[config.mk]
export PLATFORM = sky130hd
export DESIGN_NAME = crc_lfsr
export DESIGN_NICKNAME = d
export VERILOG_FILES = /design/src/rtl/crc_pkg.sv /design/src/rtl/crc_lfsr.sv
export SDC_FILE = /design/constraint.sdc
export NUM_CORES = 1
export LEC_CHECK = 0
export CAP_MARGIN = 20
export CORE_MARGIN = 4
export CORE_UTILIZATION = 30
export CTS_CLUSTER_SIZE = 20
export DETAILED_ROUTE_END_ITERATION = 6
export GPL_TIMING_DRIVEN = 0
export MAX_ROUTING_LAYER = met4
export PLACE_DENSITY = 0.49
export RECOVER_POWER = 50
export SLEW_MARGIN = 20
export SYNTH_ARGS = -nofsm -noshare
export SYNTH_HDL_FRONTEND = slang
export SYNTH_SLANG_ARGS = --single-unit
[constraint.sdc]
create_clock -name clk -period 2.1 [get_ports clk]
set_input_delay 0.42 -clock clk [delete_from_list [all_inputs] [get_ports clk]]
set_output_delay 0.42 -clock clk [all_outputs]
set_load 0.03 [all_outputs]
[src/rtl/crc_pkg.sv]
// Shared CRC link definitions: LFSR geometry and checker/generator FSM states.
// Used by crc_checker and crc_lfsr.
package crc_pkg;

  localparam int WIDTH     = 8;
  localparam int DATA_BITS = 8;
  localparam int CNT_W     = 3;

  localparam logic [WIDTH-1:0] SEED = 8'hD8;
  localparam logic [WIDTH-1:0] TAPS = 8'h44;

  typedef enum logic [2:0] {
    IDLE,
    DATA,
    WAIT_CRC,
    CRC,
    ABORT
  } crc_state_e;

endpackage

[src/rtl/crc_lfsr.sv]
// Galois-style CRC LFSR: seed load, data step, plain right shift.
// Only the LSB leaves the block; both link ends consume the CRC serially.
module crc_lfsr
  import crc_pkg::*;
#(
  parameter int             W      = WIDTH,
  parameter logic [W-1:0]   SEED_P = SEED,
  parameter logic [W-1:0]   TAPS_P = TAPS
) (
  input  logic clk,
  input  logic reset,
  input  logic load,
  input  logic step,
  input  logic shift,
  input  logic din,
  output logic lsb
);

  logic [W-1:0] lfsr_q;
  logic [W-1:0] lfsr_d;
  logic         fb;

  assign fb  = din ^ lfsr_q[0];
  assign lsb = lfsr_q[0];

  always_comb begin
    lfsr_d = lfsr_q;
    unique case (1'b1)
      load:  lfsr_d = SEED_P;
      step:  lfsr_d = {fb, lfsr_q[W-1:1]
                       ^ (TAPS_P[W-2:0] & {(W-1){fb}})};
      shift: lfsr_d = {1'b0, lfsr_q[W-1:1]};
      default: ;
    endcase
  end

  always_ff @(posedge clk or negedge reset) begin
    if (!reset) lfsr_q <= SEED_P;
    else        lfsr_q <= lfsr_d;
  end

endmodule

=== Word level (Yosys, flattened, before mapping) ===
Index checks and enable logic that the tools add are counted.

* Bitwise operators: 2
* Reductions and logical operators: 1
* Muxes and demuxes: 1

{| class="wikitable"
|+ Operators with widths
! kind !! count
|-
| $pmux 8 s3 || 1
|-
| $xor 7x7->7 || 1
|-
| $reduce_bool 3->1 || 1
|-
| $xor 1x1->1 || 1
|}

* Input bits: 6
* Output and inout port bits: 1
* Word-level logic and storage cells: 5
* Register bits: 8

=== Logic depth before layout (Yosys ltp) ===
Gate-level depths: netlist of run 1.

* Depth in word-level cells: 3
* Mapped depth: 3
* Depth with buffers taken out: 2

=== Least setup slack after synthesis of run 1 ===
No wires, ideal clock.

* Kind: flip-flop to flip-flop
* Start point: register lfsr_q[0]
* End point: register lfsr_q[6]
* Arrival: 1.180 ns
* Path buffers: 0
* Stages on the path, launching flop included: 3
* Required time: 2.020 ns
* Library setup time: 0.080 ns
* Path slack: 0.840 ns
* Period minus slack after synthesis: 1.260 ns
* Cell sequence: dfrtp_1 -> xnor3_1 -> o221ai_2

* Cells in the longest elaborated chain, start to end: 3

{| class="wikitable"
|+ Ends and longest elaborated chain
! item !! line !! RTL
|-
| start, declared || crc_lfsr.sv:19 || <nowiki>logic [W-1:0] lfsr_q;</nowiki>
|-
| start signal, assigned || crc_lfsr.sv:39 || <nowiki>else lfsr_q <= lfsr_d;</nowiki>
|-
| $xor 1x1->1 || crc_lfsr.sv:23 || <nowiki>assign fb = din ^ lfsr_q[0];</nowiki>
|-
| $xor 7x7->7 || crc_lfsr.sv:31 || <nowiki>^ (TAPS_P[W-2:0] & {(W-1){fb}})};</nowiki>
|-
| $pmux 8 s3 || crc_lfsr.sv:28 || <nowiki>unique case (1'b1)</nowiki>
|}

No other way between the ends.
A chain may end at the register's enable or synchronous reset.

=== Worst setup path after layout of run 1 ===
* Start point: register lfsr_q[0]
* End point: output lsb

{| class="wikitable"
|+ RTL lines
! item !! line !! RTL
|-
| end, declared || crc_lfsr.sv:16 || <nowiki>output logic lsb</nowiki>
|}

No word-level cell between the ends.

==> out/metrics.csv, run 1 <==
metric,value,unit
drc,0,
setup_viol_count_final,0,
syn_nets,43,
worstPathMaxFanout,5,
grt_max_degree,10,
finish.utilization,0.396,
htreeDepth,1,
crit_type,register to primary output,
synth_area,410,um2
critPathCaptureType,primary output,
crit_required,1680,ps
hold_violations,0,
cts_hold_buf,0,
syn_avg_cell_area,11.1,um2
wl_met1,351,um
synth-seq-cells,8,
cts_buffers,3,
critPathArrivalTime,1390,ps
rsz0062_at_grt,false,
top_layer_used,met4,
io_buffers,6,
cts.clk_slew.worst_paths,60,ps
seq_area_frac_synth,0.500,
final_nets,54,
slowest_stage,clkdlybuf4s50_1,
vias_per_cell,4.79,
vias,297,
area_growth,25.6,%
start_util,0.315,
synth_cells,37,
maxSlewViolCount,0,
overflow,0,
drive_gt1_frac,0.213,
timing.final.crit_share,0.864,
postCtsSetupRepairBufs,0,
cp_top_family,buffers and inverters,
fmax,0.551,GHz
largest_register_ffs,8,
top_register,lfsr_q,
status,"complete, no violations",
die_x,45.0,um
die-area,0.00202,mm2
diodes,0,
finClkSkew,8.64,ps
wl_met2,316,um
dr.pass1.iters,3,
antenna_found_initial,0,
cts-root-buf,clkbuf_4,
final_antenna_net_count,0,
grt_pass1_vias,300,
cp_num_buf_inv,1,
hold_path.class,register to register,
clock_sinks,8,
synth_area_leader_cell,dfstp_2,
io_pins,7,
p_per_area,970,mW/mm2
clock_latency,250,ps
worst_pin_slew,358,ps
synth_top_cell_area_share,0.256,
cts_resized,0,
maxCapViolCount,0,
grt_usage,0.0900,
synth_cell_types,16,
power,500,uW
top_regs,lfsr_q (8),
routed_wl,716,um
path_cells,clkdlybuf4s50_1,
fp.dieH,45.0,um
yosys_warnings,0,
slowest_delay,710,ps
synth.top_cells.by_area,"dfstp_2 26%, dfrtp_1 24%, o21ai_0 12%",
relSlewSlack,0.760,
clockBufferDepth,2,
layout_setup_ws,285,ps
pre_cts_ws,376,ps
rows,13,
grt_pass1_wl,1.22,mm
p_leak,0.000215,uW
gp_congestion,0.676,
cts_tree,yes,
hold_ws,484,ps
drt_iter0_drc,6,
irDropWorstVdd,412,uV
wl_met3,43,um
core_area,0.00130,mm2
wl_per_cell,11.5,um
layout_min_cycle_time,1810,ps
tns,0,ps
cp-start-kind,register,
==> path summary, 6_finish.rpt <==
kind | start | endpoint | slack [ps] | depth (start not counted)
hold / removal | lfsr_q[4] | lfsr_q[3] | 480 | 2
min in group asynchronous | reset | lfsr_q[0] | 510 | 1
hold reg to reg | lfsr_q[4] | lfsr_q[3] | 480 | 2
setup reg to reg | lfsr_q[3] | lfsr_q[2] | 930 | 2
setup / recovery | lfsr_q[0] | lsb | 290 | 1
max in group asynchronous | reset | lfsr_q[7] | 1280 | 1
==> Yosys cell counts, drive strengths merged <==
cell type  count
nand2b         3
xnor2          1
o21bai         1
mux2i          1
o21ai         10
nor2           3
o221ai         2
dfstp          4
buf            1
nand2          2
or2b           1
or2            1
dfrtp          4
xnor3          2
inv            1
==> cell usage in the layout, fill, tap and decap left out <==
master           count
o221ai_2             1
dfstp_2              4
mux2i_1              1
xnor2_1              1
or2b_1               1
clkbuf_1             1
o21ai_0             10
nand2_1              2
xnor3_1              2
dlygate4sd3_1        1
o21bai_1             1
inv_1                1
dfrtp_1              4
buf_2                1
o221ai_1             1
clkbuf_4             3
clkdlybuf4s50_1      5
nor2_1               3
nand2b_1             3
or2_2                1
==> cells by family after synthesis <==
kind of cell	synth area share
flip-flops	0.500
multiplexers	0.0244
XOR/XNOR	0.131
buffers and inverters	0.0213
AO/OA/AOI/OAI	0.198
AND/OR/NAND/NOR	0.125
==> metrics by stage <==
stage               instance area [um2]  instances
CTS                                 515         62
global placement                    489         58
finish                              515         62
floorplan                           410         37
global route                        515         62
detailed placement                  489         58
==> per-layer routing <==
| metal | vias to the layer above | track usage |
|---|---|---|
| met4 | 0 | 0.0702 |
| met5 | - | - |
| met1 | 138 | 0.109 |
| met2 | 6 | 0.121 |
| met3 | 2 | 0.0279 |
| li1 | 151 | - |
==> power breakdown <==
part           switching [uW]  internal [uW]
sequential               29.9            209
clock                    52.4           72.7
combinational            53.4           82.3
==> area by class of cell <==
class / instances / area (um2)
Buffer: 1 / 5.00
Multi-Input combinational cell: 27 / 196
Timing Repair Buffer: 6 / 60.1
Tap cell: 15 / 18.8
Fill cell: 134 / 786
Clock buffer: 4 / 26.3
Sequential cell: 8 / 205
Inverter: 1 / 3.75
Note: power is estimated with default switching activity, not from simulation.
==> run 2: changes to the inputs <==
Clock period 2.1 ns to 2.21 ns, I/O delays scaled along.
==> results of run 2 <==
Same layout as run 1 (identical final DEF). Status: complete, no violations.
Among the figures that moved: setup slack after placement 376 ps -> 464 ps; setup slack after layout 285 ps -> 373 ps; register-to-register setup slack 930 ps -> 1040 ps; total power 500 uW -> 475 uW; worst IR drop on VDD 412 uV -> 391 uV
==> run 3: changes to the inputs <==
Clock period 2.21 ns to 1.9 ns, I/O delays scaled along.
==> results of run 3 <==
Same layout as run 1 (identical final DEF). Status: complete, no violations.
Among the figures that moved: setup slack after placement 376 ps -> 216 ps; setup slack after layout 285 ps -> 125 ps; hold slack 484 ps -> 469 ps; register-to-register setup slack 930 ps -> 730 ps; total power 500 uW -> 553 uW; worst IR drop on VDD 412 uV -> 455 uV
